## src/rtl/mem_pkg.sv

```systemverilog
// mem_pkg
//   Shared definitions for the MEM-stage load/store unit: access-size
//   encodings, LSU FSM state encodings, the latched-op record and the
//   alignment test used to detect misaligned accesses.
package mem_pkg;

  localparam int XLEN_P  = 32;
  localparam int PC_P    = 32;

  // Access size as carried on EX_size; 2'b11 is treated as a word.
  typedef enum logic [1:0] {
    SZ_B = 2'b00,
    SZ_H = 2'b01,
    SZ_W = 2'b10
  } size_e;

  typedef enum logic [1:0] {
    ST_IDLE = 2'b00,
    ST_REQ  = 2'b01,
    ST_RESP = 2'b10
  } state_e;

  // Operation held in the MEM stage.
  typedef struct packed {
    logic              valid;
    logic [XLEN_P-1:0] alu_res;
    logic [XLEN_P-1:0] store_data;
    logic [4:0]        rd;
    logic              we;
    logic [PC_P-1:0]   pc;
    logic              jlx;
    logic              store;
    logic [1:0]        size;
    logic              uns;
    logic              mis;
  } op_t;

  // Half needs a[0]==0, word needs a[1:0]==0; bytes are always aligned.
  function automatic logic is_misaligned(input logic [1:0] size, input logic [1:0] a);
    logic r;
    r = 1'b0;
    if (size == SZ_H)      r = a[0];
    else if (size != SZ_B) r = (a != 2'b00);
    return r;
  endfunction

endpackage

```

## src/rtl/lsu_align.sv

```systemverilog
// lsu_align
//   Combinational lane logic for the load/store unit.
//   Store side: byte enables and lane-replicated write data.
//   Load side:  lane extraction from the raw word and sign/zero extension.
//   Low address bits that would make a half/word misaligned are ignored,
//   so such accesses behave as if forced to natural alignment.
// Ports
//   size        in  2   access size (SZ_B / SZ_H / SZ_W, 11 = word)
//   addr_lo     in  2   effective address bits [1:0]
//   is_unsigned in  1   zero-extend loads
//   store_data  in  32  store value (rs2)
//   rdata       in  32  raw word returned by memory
//   be          out 4   byte enables
//   wdata       out 32  write data replicated into every lane
//   ld_data     out 32  formatted load result
module lsu_align
  import mem_pkg::*;
(
  input  logic [1:0]  size,
  input  logic [1:0]  addr_lo,
  input  logic        is_unsigned,
  input  logic [31:0] store_data,
  input  logic [31:0] rdata,
  output logic [3:0]  be,
  output logic [31:0] wdata,
  output logic [31:0] ld_data
);

  logic [7:0]  ld_byte;
  logic [15:0] ld_half;

  always_comb begin
    be      = 4'b1111;
    wdata   = store_data;
    ld_data = rdata;
    ld_half = addr_lo[1] ? rdata[31:16] : rdata[15:0];
    case (addr_lo)
      2'd0:    ld_byte = rdata[7:0];
      2'd1:    ld_byte = rdata[15:8];
      2'd2:    ld_byte = rdata[23:16];
      default: ld_byte = rdata[31:24];
    endcase

    case (size)
      SZ_B: begin
        be      = 4'b0001 << addr_lo;
        wdata   = {4{store_data[7:0]}};
        ld_data = is_unsigned ? {24'd0, ld_byte} : {{24{ld_byte[7]}}, ld_byte};
      end
      SZ_H: begin
        be      = 4'b0011 << {addr_lo[1], 1'b0};
        wdata   = {2{store_data[15:0]}};
        ld_data = is_unsigned ? {16'd0, ld_half} : {{16{ld_half[15]}}, ld_half};
      end
      default: begin
        be      = 4'b1111;
        wdata   = store_data;
        ld_data = rdata;
      end
    endcase
  end

endmodule

```

## src/rtl/mem_stage_lsu.sv

```systemverilog
// mem_stage_lsu
//   MEM pipeline stage / load-store unit between EX and the MEM->WB register.
//   Latches one EX op per unstalled edge, runs the data-memory req/ack
//   handshake for loads and stores, formats load data and presents the
//   result to WB. EX is held (mem_stall) while an access is outstanding.
// Configuration macro
//   MEM_MISALIGN_EXC_EN  defined: misaligned half/word accesses issue no
//                        request, go straight to RESP with MEM_misalign=1
//                        and MEM_we=0. Undefined: MEM_misalign is 0 and the
//                        offending address bits are ignored.
// Ports
//   clk, rst                     clock, synchronous active-high reset
//   EX_valid/alu_res/store_data/rd/we/pc/jlx/load/store/size/unsigned
//                                op from EX
//   mem_stall                    EX must hold its op
//   dmem_req/we/addr/wdata/be    data-memory request (held until ack)
//   dmem_ack/rdata               data-memory response
//   MEM_data_mem/rd/we/pc/jlx    result to WB
//   MEM_misalign                 misaligned access flag
module mem_stage_lsu
  import mem_pkg::*;
#(
  parameter int XLEN    = 32,
  parameter int PC_BITS = 32
) (
  input  logic               clk,
  input  logic               rst,
  input  logic               EX_valid,
  input  logic [XLEN-1:0]    EX_alu_res,
  input  logic [XLEN-1:0]    EX_store_data,
  input  logic [4:0]         EX_rd,
  input  logic               EX_we,
  input  logic [PC_BITS-1:0] EX_pc,
  input  logic               EX_jlx,
  input  logic               EX_load,
  input  logic               EX_store,
  input  logic [1:0]         EX_size,
  input  logic               EX_unsigned,
  output logic               mem_stall,
  output logic               dmem_req,
  output logic               dmem_we,
  output logic [XLEN-1:0]    dmem_addr,
  output logic [XLEN-1:0]    dmem_wdata,
  output logic [XLEN/8-1:0]  dmem_be,
  input  logic               dmem_ack,
  input  logic [XLEN-1:0]    dmem_rdata,
  output logic [XLEN-1:0]    MEM_data_mem,
  output logic [4:0]         MEM_rd,
  output logic               MEM_we,
  output logic [PC_BITS-1:0] MEM_pc,
  output logic               MEM_jlx,
  output logic               MEM_misalign
);

  state_e           state, state_nx;
  op_t              op_r, op_nx;
  logic [XLEN-1:0]  ld_r;
  logic [3:0]       al_be;
  logic [XLEN-1:0]  al_wdata;
  logic [XLEN-1:0]  al_ld;
  logic             ex_mem_op;

  assign ex_mem_op = EX_valid & (EX_load | EX_store);

  // Next op record; a bubble still loads the fields but with valid=0.
  always_comb begin
    op_nx            = '0;
    op_nx.valid      = EX_valid;
    op_nx.alu_res    = EX_alu_res;
    op_nx.store_data = EX_store_data;
    op_nx.rd         = EX_rd;
    op_nx.we         = EX_we;
    op_nx.pc         = EX_pc;
    op_nx.jlx        = EX_jlx;
    op_nx.store      = EX_store;
    op_nx.size       = EX_size;
    op_nx.uns        = EX_unsigned;
`ifdef MEM_MISALIGN_EXC_EN
    op_nx.mis        = ex_mem_op & is_misaligned(EX_size, EX_alu_res[1:0]);
`else
    op_nx.mis        = 1'b0;
`endif
  end

  // FSM next state: REQ waits for ack; IDLE/RESP accept a new op.
  always_comb begin
    state_nx = state;
    case (state)
      ST_REQ: begin
        if (dmem_ack) state_nx = ST_RESP;
      end
      default: begin
        if (!ex_mem_op)     state_nx = ST_IDLE;
        else if (op_nx.mis) state_nx = ST_RESP;
        else                state_nx = ST_REQ;
      end
    endcase
  end

  // Stage register: FSM, latched op and formatted load data.
  always_ff @(posedge clk) begin
    if (rst) begin
      state <= ST_IDLE;
      op_r  <= '0;
      ld_r  <= '0;
    end else begin
      state <= state_nx;
      if (!mem_stall) op_r <= op_nx;
      if (state == ST_REQ && dmem_ack) ld_r <= al_ld;
    end
  end

  lsu_align u_align (
    .size        (op_r.size),
    .addr_lo     (op_r.alu_res[1:0]),
    .is_unsigned (op_r.uns),
    .store_data  (op_r.store_data),
    .rdata       (dmem_rdata),
    .be          (al_be),
    .wdata       (al_wdata),
    .ld_data     (al_ld)
  );

  assign mem_stall  = (state == ST_REQ);
  assign dmem_req   = (state == ST_REQ);
  // Memory-side outputs are quiet outside an access.
  assign dmem_we    = dmem_req & op_r.store;
  assign dmem_addr  = dmem_req ? {op_r.alu_res[XLEN-1:2], 2'b00} : '0;
  assign dmem_wdata = dmem_req ? al_wdata : '0;
  assign dmem_be    = dmem_req ? al_be : '0;

  assign MEM_data_mem = (state == ST_RESP) ? ld_r : op_r.alu_res;
  assign MEM_rd       = op_r.rd;
  assign MEM_pc       = op_r.pc;
  assign MEM_jlx      = op_r.jlx;
  assign MEM_we       = op_r.valid & op_r.we & (state != ST_REQ) & ~op_r.mis;
  assign MEM_misalign = op_r.valid & op_r.mis;

endmodule

```

## config.mk

```make
export PLATFORM = sky130hd
export DESIGN_NAME = mem_stage_lsu
export DESIGN_NICKNAME = d
export VERILOG_FILES = /design/src/rtl/mem_pkg.sv /design/src/rtl/lsu_align.sv /design/src/rtl/mem_stage_lsu.sv
export SDC_FILE = /design/constraint.sdc
export NUM_CORES = 1
export LEC_CHECK = 0
export ABC_AREA = 1
export BUFFER_PORTS_ARGS = -buffer_cell sky130_fd_sc_hd__buf_4
export CAP_MARGIN = 30
export CORE_UTILIZATION = 48
export DETAILED_ROUTE_END_ITERATION = 8
export HOLD_SLACK_MARGIN = 0.15
export PLACE_DENSITY = 0.89
export SETUP_SLACK_MARGIN = 0.05
export SYNTH_ARGS = -nofsm -noshare
export SYNTH_HDL_FRONTEND = slang
export SYNTH_SLANG_ARGS = --single-unit
```

## constraint.sdc

```tcl
create_clock -name clk -period 1.8 [get_ports clk]
set_input_delay 0.36 -clock clk [delete_from_list [all_inputs] [get_ports clk]]
set_output_delay 0.36 -clock clk [all_outputs]
set_load 0.005 [all_outputs]
```

======== Yosys cells after proc, flatten, opt, wreduce, memory -nomap -nowiden ========
Cells that the tools add are included.
word-level totals
  register bits after elaboration ......... 142
  input port bits ......................... 144
  output and inout port bits .............. 143
  word-level logic and storage cells ...... 43
operators by class
  equal/unequal tests ..................... 7
  shift-type cells ........................ 2
  multiplexer cells ....................... 14
  bitwise operators ....................... 5
  reductions and logical operators ........ 3
operators by type and width
  operator                                                number
  two-way mux 32 bit                                      5
  one-hot mux 32 bit (2 select lines)                     2
  one-hot mux 8 bit (3 select lines)                      1
  two-way mux 16 bit                                      1
  one-hot mux 4 bit (2 select lines)                      1
  equality test 2 x 1 -> 1 bit (second input constant)    3
  AND 1 bit                                               4
  equality test 2 bit (second input constant)             2
  logical NOT 2 bit                                       2
  two-way mux 2 bit                                       2
  two-way mux 4 bit                                       1
  inequality test 2 x 1 -> 1 bit (second input constant)  2
  << shifter 1 x 2 -> 4 bit (first input constant)        1
  << shifter 2 x 2 -> 4 bit (first input constant)        1
  logical AND 1 bit                                       1
  two-way mux 1 bit                                       1
  bitwise OR 1 bit                                        1

======== Longest topological paths before layout ========
Gate-level depths: netlist of the first run.
  depth after elaboration ................. 4
  depth in mapped cells ................... 10
  depth with buffers taken out ............ 9

======== Hierarchy ========
From an unflattened synthesis of the first run, not the netlist that was laid out.
unflattened totals
  cells, all modules ...................... 1131
  area, all modules ....................... 7479.7 µm²
by module, submodules not included
  module         times used  cells each  area an instance (µm²)  sequential area each (µm²)
  mem_stage_lsu  1           889         6266.0                  2842.7
  lsu_align      1           242         1213.7                  0.0

======== Worst setup path after synthesis of the first run ========
No wires, ideal clock.
  path kind ............................... reg2out
  from .................................... reg state[0]
  to ...................................... out dmem_be[1]
  data arrival time ....................... 1.129 ns
  data required time ...................... 1.440 ns
  setup slack ............................. 0.311 ns
  cell stages (with the launch flop) ...... 7
  buffers on the path ..................... 2
  cells stage by stage .................... dfxtp_1 > inv_1 > nor2_4 > inv_2 > buf_2 > buf_2 > nor3_1
between the ends
  cells in the longest elaborated chain, start to end .. 2
ends and longest elaborated chain
  item                          line                  RTL
  start, declared               mem_stage_lsu.sv:55   state_e state, state_nx;
  start signal, assigned        mem_stage_lsu.sv:107  state <= state_nx;
  equality test 2 x 1 -> 1 bit  mem_stage_lsu.sv:125  assign dmem_req = (state == ST_REQ);
  two-way mux 4 bit             mem_stage_lsu.sv:130  assign dmem_be = dmem_req ? al_be : '0;
  end, declared                 mem_stage_lsu.sv:44   output logic [XLEN/8-1:0] dmem_be,
No other way between the ends.

======== Worst setup path after layout of the first run ========
  from .................................... reg state[0]
  to ...................................... out dmem_addr[19]
between the ends
  cells in the longest elaborated chain, start to end .. 2
ends and longest elaborated chain
  item                          line                  RTL
  equality test 2 x 1 -> 1 bit  mem_stage_lsu.sv:125
  two-way mux 32 bit            mem_stage_lsu.sv:128  assign dmem_addr = dmem_req ? {op_r.alu_res[XLEN-1:2], 2'b00} : '0;
  end, declared                 mem_stage_lsu.sv:42   output logic [XLEN-1:0] dmem_addr,
No other way between the ends.

==> impl_metrics.json, run 1 <==
{
  "dr.pass1.iters": 5,
  "insertedDiodeCount": 0,
  "pwr-share-comb_pct": 23.0,
  "drtIter0Drc": 631,
  "cts_sinks": 142,
  "setup_violations": 99,
  "clock_latency_ns": 0.42,
  "layout.nets": 1445,
  "r2r-start": "state[0]$_SDFFE_PP0P_",
  "cp-endpoint": "dmem_addr[19]",
  "outcome": "finished with violations",
  "min_period_ns": 1.97,
  "critical_path_class": "flop to output port",
  "cts_hold_buffers": 0,
  "wl_per_cell_um": 16.5,
  "violations": "negative setup slack",
  "drive_gt1_share_pct": 36.4,
  "clkPwrFrac_pct": 37.6,
  "gr-total-overflow": 0,
  "p_seq_share_pct": 39.4,
  "fillers": 982,
  "die_area_mm2": 0.0146,
  "worstMarginPinSlew_ns": 0.604,
  "antenna_found_initial": 0,
  "ctsLongestPathBuffers": 2,
  "grt_setup_unrepaired": "yes",
  "cts_tree": "yes",
  "p_sw_share_pct": 28.6,
  "dp_slack_ns": 0.115,
  "dp_hpwl_mm": 15.3,
  "fin_crit_sh_pct": 109,
  "crit_start": "state[0]$_SDFFE_PP0P_",
  "crit_fanout": 7,
  "grt_pass1_vias": 7114,
  "syn_to_final_growth_pct": 53.0,
  "drcViolationCount": 0,
  "numCtsBuffers": 17,
  "synth_cell_types": 24,
  "hold_path.class": "input pin to flop",
  "p_int_mw": 6.44,
  "initial_core_util_pct": 49.2,
  "grt_pass1_wl_mm": 35.5,
  "num_vias": 7909,
  "switchingPower_mw": 2.58,
  "gp_congestion": 0.963,
  "io_buffers": 283,
  "hold_viol": 0,
  "endpoint_kind": "output port",
  "timing.rr.end": "ld_r[20]$_SDFFE_PP0P_",
  "die_h_um": 121,
  "htree_levels": 4,
  "clock.fmax_ghz": 0.508,
  "io_pins": 287,
  "syn_area_per_cell_um2": 6.56,
  "yosysWarnings": 0,
  "clk_pin_slew_ns": 0.06,
  "cap_violations": 0,
  "synth_area_mm2": 0.00680,
  "rows": 43,
  "worst_slack_ns": -0.168,
  "die_w_um": 121,
  "yosysSeqAreaShare_pct": 41.8,
  "slew_violations": 0,
  "design.core.area_mm2": 0.0138,
  "finalWirelength_mm": 24.6,
  "worst_r2r_path_depth": 11,
  "grt_max_degree": 57,
  "crit_required_ns": 1.44,
  "slew-limit-headroom_pct": 59.7,
  "ant_nets": 0,
  "worst_setup_path_start_kind": "flop",
  "rrSetupSlack_ns": 0.11,
  "fin_skew_ns": 0.00861,
  "drt-vias-per-instance": 5.30,
  "crit_arrival_ns": 1.61,
  "grt_use_total_pct": 31.2,
  "root_buffer": "clkbuf_16",
  "p_leak_nw": 5.40,
  "peakVddDrop_mv": 0.694,
  "synth_seq_cells": 142,
  "synthCells": 1037,
  "utilization_pct": 75.2,
  "p_per_area_mw_per_mm2": 867
}
==> per-layer routing <==
| metal | vias up | share of wire [%] | GRT usage [%] |
|---|---|---|---|
| met4 | 0 | 5.2 | 18.5 |
| met2 | 466 | 47 | 52.3 |
| li1 | 3734 | - | - |
| met5 | - | 0 | 0 |
| met3 | 101 | 8.1 | 6.58 |
| met1 | 3608 | 40 | 36.7 |
==> power groups by stage <==
| stage | clock [mW] | combinational, mW | sequential [mW] |
|---|---|---|---|
| final | 3.39 | 2.07 | 3.55 |
| after floorplan | 0 | 0.945 | 3.54 |
| after global routing | 3.55 | 2.23 | 3.57 |
| after detailed placement | 0 | 1.64 | 3.58 |
| after CTS | 3.40 | 1.88 | 3.53 |
| after global placement | 0 | 1.62 | 3.57 |
==> synthesized netlist by cell type, drive strengths merged <==
| master | count | area share [%] |
|---|---|---|
| nand2 | 228 | 13 |
| nor2 | 208 | 12 |
| dfxtp | 142 | 42 |
| inv | 105 | 5.8 |
| o21ai | 105 | 7.8 |
| a21oi | 103 | 7.6 |
| buf | 65 | 6.6 |
| clkbuf | 34 | 1.9 |
| nand3 | 34 | 2.6 |
| o22ai | 8 | 0.74 |
| a221oi | 1 | 0.13 |
| a31oi | 1 | 0.092 |
| clkinv | 1 | 0.055 |
| conb | 1 | 0.055 |
| nor3 | 1 | 0.074 |
==> registers in the layout, summed over array words and instances (netlist names) <==
register  cells
op_r         70
MEM_jlx       1
state         2
MEM_pc       32
MEM_rd        5
ld_r         32
==> final cells by class <==
class	instances	area [µm²]	share of cell area (%)
Clock buffer	19	443	4.26
Multi-Input combinational cell	693	3430	33.0
Clock inverter	11	119	1.14
Tap cell	180	225	2.17
Inverter	106	414	3.98
Sequential cell	142	2860	27.5
Timing Repair Buffer	341	2910	28.0
==> per-stage QoR <==
step	hold WS, ns	total power, mW	area, µm²	TNS (ns)	instances
final	0.189	9.02	10400	-7.67	1492
after floorplan	0.427	4.49	6810	0	1039
after global routing	0.202	9.36	10400	-12.91	1492
after CTS	0.177	8.81	10000	-5.42	1482
after global placement	0.438	5.19	8830	0	1430
after detailed placement	0.440	5.23	8830	0	1430
==> critical path, cell delays in order, from the launching register on <==
cell     delay [ns]
dfxtp_2        0.32
inv_2          0.05
nor2_4         0.12
buf_4          0.14
buf_12         0.15
buf_12         0.13
nand2_1        0.10
inv_1          0.07
buf_4          0.10
==> kinds of logic (layout without fill, tap and decap cells) <==
group | after synthesis | in the layout | share of synthesized area (%)
DFF | 142 | 142 | 41.8
other | 1 | 3 | 0.0552
AOI/OAI and AO/OA | 218 | 218 | 16.4
buffers and inverters | 205 | 477 | 14.4
and+or+nand+nor | 471 | 472 | 27.4
==> cell usage in the layout (no fill, tap or decap), types with 4 or more instances in the layout <==
cell type	netlist	routed
a21oi_1	103	88
a21oi_2	0	14
buf_12	0	9
buf_4	45	307
buf_6	2	14
clkbuf_16	0	21
clkinv_2	0	4
clkinvlp_4	0	5
dfxtp_1	142	136
dfxtp_2	0	4
inv_1	99	91
inv_2	6	11
nand2_1	223	214
nand2_2	5	4
nand2_4	0	9
nand3_1	33	31
nor2_1	203	179
nor2_2	1	10
nor2_4	4	19
o21ai_0	102	74
o21ai_1	1	14
o21ai_2	2	15
o22ai_1	8	4
o22ai_2	0	4
==> repair_timing <==
| item | CTS | global route |
|---|---|---|
| cloned | 5 | 5 |
| pin swaps | 20 | 20 |
| setup buffers | 17 | 5 |
| resized for setup | 118 | 71 |
| setup endpoints to repair | 102 | 122 |
==> worst min-delay path by stage <==
stage | start | to | cells after the start
floorplan | ld_r[10]$_SDFFE_PP0P_ | ld_r[10]$_SDFFE_PP0P_ | 2
global placement | ld_r[0]$_SDFFE_PP0P_ | ld_r[0]$_SDFFE_PP0P_ | 2
detailed placement | ld_r[8]$_SDFFE_PP0P_ | ld_r[8]$_SDFFE_PP0P_ | 2
CTS | EX_pc[22] | MEM_pc[22]$_SDFFE_PP0N_ | 3
global route | EX_alu_res[17] | op_r[93]$_SDFFE_PP0N_ | 3
finish | EX_store_data[20] | op_r[64]$_SDFFE_PP0N_ | 3
Power figures use the tool's default switching activity.
==> inputs of run 2 (changes only) <==
--- a/config.mk
+++ b/config.mk
@@ -8,10 +8,11 @@
 export ABC_AREA = 1
 export BUFFER_PORTS_ARGS = -buffer_cell sky130_fd_sc_hd__buf_4
 export CAP_MARGIN = 30
-export CORE_UTILIZATION = 48
+export CORE_UTILIZATION = 50
+export CTS_BUF_LIST = sky130_fd_sc_hd__clkbuf_8
 export DETAILED_ROUTE_END_ITERATION = 8
 export HOLD_SLACK_MARGIN = 0.15
-export PLACE_DENSITY = 0.89
+export PLACE_DENSITY = 0.92
 export SETUP_SLACK_MARGIN = 0.05
 export SYNTH_ARGS = -nofsm -noshare
 export SYNTH_HDL_FRONTEND = slang
==> impl_metrics.json, run 2 (synthesis gave the netlist of run 1 again) <==
{
  "setup_violations": 106,
  "grt_pass1_wl_mm": 38.1,
  "cap_violations": 0,
  "timing.rr.end": "ld_r[30]$_SDFFE_PP0P_",
  "worst_slack_ns": -0.256,
  "fin_skew_ns": 0.0189,
  "dp_slack_ns": 0.0219,
  "rows": 42,
  "dp_cells": 1422,
  "hold_end": "MEM_pc[14]$_SDFFE_PP0N_",
  "whs_ns": 0.158,
  "peakVddDrop_mv": 0.622,
  "htree_levels": 4,
  "dp_hpwl_mm": 14.9,
  "endpoint_kind": "output port",
  "largest_reg_flops": 70,
  "ant_nets": 0,
  "clk_pin_slew_ns": 0.08,
  "drtIter0Drc": 1248,
  "grt_max_degree": 57,
  "hold_path.class": "input pin to flop",
  "final_cells": 1511,
  "hold_viol": 0,
  "drcViolationCount": 0,
  "clock_latency_ns": 0.45,
  "dr.pass1.iters": 8,
  "holdPathStages": 3,
  "io_pins": 287,
  "p_leak_nw": 5.50,
  "critical_path_class": "flop to output port",
  "worst_setup_path_start_kind": "flop",
  "antenna_found_initial": 0,
  "slew-limit-headroom_pct": 57.2,
  "cts_tree": "yes",
  "crit_fanout": 16,
  "slew_violations": 0,
  "drive_gt1_share_pct": 38.1,
  "die_w_um": 119,
  "fin_crit_sh_pct": 114,
  "worst_r2r_path_depth": 11,
  "min_period_ns": 2.06,
  "holdCritStartpoint": "EX_pc[14]",
  "grt_setup_unrepaired": "yes",
  "io_buffers": 283,
  "r2r-start": "state[1]$_SDFFE_PP0P_",
  "finalWirelength_mm": 29.5,
  "worstMarginPinSlew_ns": 0.642,
  "die_h_um": 119,
  "violations": "negative setup slack",
  "insertedDiodeCount": 0,
  "mostFrequentLayoutCells": "buf_4 (309), nand2_1 (193), nor2_1 (178), dfxtp_1 (136), inv_1 (91)",
  "root_buffer": "clkbuf_8",
  "outcome": "finished with violations",
  "grt_pass1_vias": 7561,
  "num_vias": 8738,
  "die_area_mm2": 0.0141,
  "syn_to_final_growth_pct": 57.9,
  "wl_per_cell_um": 19.5,
  "crit_required_ns": 1.44,
  "cts_sinks": 142,
  "gr-total-overflow": 0,
  "gp_congestion": 0.914,
  "crit_start": "state[0]$_SDFFE_PP0P_",
  "design.core.area_mm2": 0.0132,
  "numCtsBuffers": 17,
  "utilization_pct": 81.0,
  "layout.nets": 1467,
  "p_per_area_mw_per_mm2": 827,
  "final_common_cell": "buf_4",
  "grt_use_total_pct": 34.4,
  "fin_area_mm2": 0.0107,
  "initial_core_util_pct": 51.3,
  "ctsLongestPathBuffers": 2,
  "rrSetupSlack_ns": -0.12,
  "largest_register": "op_r",
  "clock.fmax_ghz": 0.486,
  "crit_arrival_ns": 1.70,
  "post_dp_cell_area_mm2": 0.00881,
  "drt-vias-per-instance": 5.78,
  "fillers": 802
}
## run 2: cell types whose count changed in the layout (fill, tap and decap cells not counted), moves of 6 or more
cell           delta
a21oi_1          -10
a21oi_2           +8
clkbuf_16        -16
clkbuf_8         +17
dlygate4sd3_1    +17
nand2_1          -21
nand2_2          +18
o21ai_1           +9
o21ai_2          -10
o22ai_4           +6
## run 2: stage by stage
step                TNS [ns]  total power [mW]
floorplan                  0              4.49
global placement           0              5.19
detailed placement         0              5.22
CTS                    -9.25              8.42
global route          -18.96              9.16
finish                -12.46              8.87
## run 2: how the worst max path moves through the flow
stage	to	slack, ns	depth (start not counted)
2_1_floorplan	dmem_be[1]	0.31	6
3_3_place_gp	ld_r[30]$_SDFFE_PP0P_	0.11	7
3_5_place_dp	ld_r[22]$_SDFFE_PP0P_	0.02	7
4_1_cts	dmem_wdata[17]	-0.17	7
5_1_grt	dmem_wdata[18]	-0.28	7
6_report	MEM_data_mem[20]	-0.26	5
## run 2: cell type report
| cell class | count | area, µm² | area share, % |
|---|---|---|---|
| timing repair buffer | 360 | 3150 | 29.4 |
| tap | 176 | 220 | 2.05 |
| clock buffer | 18 | 248 | 2.31 |
| sequential | 142 | 2860 | 26.6 |
| inverter | 106 | 425 | 3.96 |
| clock inverter | 13 | 196 | 1.83 |
| timing repair inverter | 2 | 16.3 | 0.152 |
| multi-input combinational | 694 | 3610 | 33.7 |
## run 2: layer usage
| metal | share of wire, % | track usage [%] | wire length, µm | vias up |
|---|---|---|---|---|
| li1 | - | - | - | 3779 |
| met1 | 35 | 40.7 | 10300 | 3895 |
| met2 | 45 | 56.8 | 13300 | 799 |
| met3 | 12 | 7.29 | 3440 | 265 |
| met4 | 8.5 | 21.0 | 2510 | 0 |
| met5 | 0 | 0 | 0 | - |
## run 2: repair_timing
action | in CTS | in global routing
endpoints found under the hold margin | 16 | 1
buffers inserted | 15 | 12
cloned | 8 | 7
pin swaps | 22 | 19
hold buffers | 16 | 1
gates resized for setup | 126 | 100
endpoints found under the setup margin | 116 | 131
## run 2: critical path: stages, from the launching register on
cell       delay [ns]
dfxtp_2          0.32
inv_2            0.09
nand2_4          0.15
clkbuf_16        0.22
o21ai_0          0.28
buf_4            0.19
## run 2: where the power goes
group | switching (mW) | internal (mW)
registers | 0.178 | 3.39
clock network | 1.30 | 1.67
logic | 1.25 | 1.09
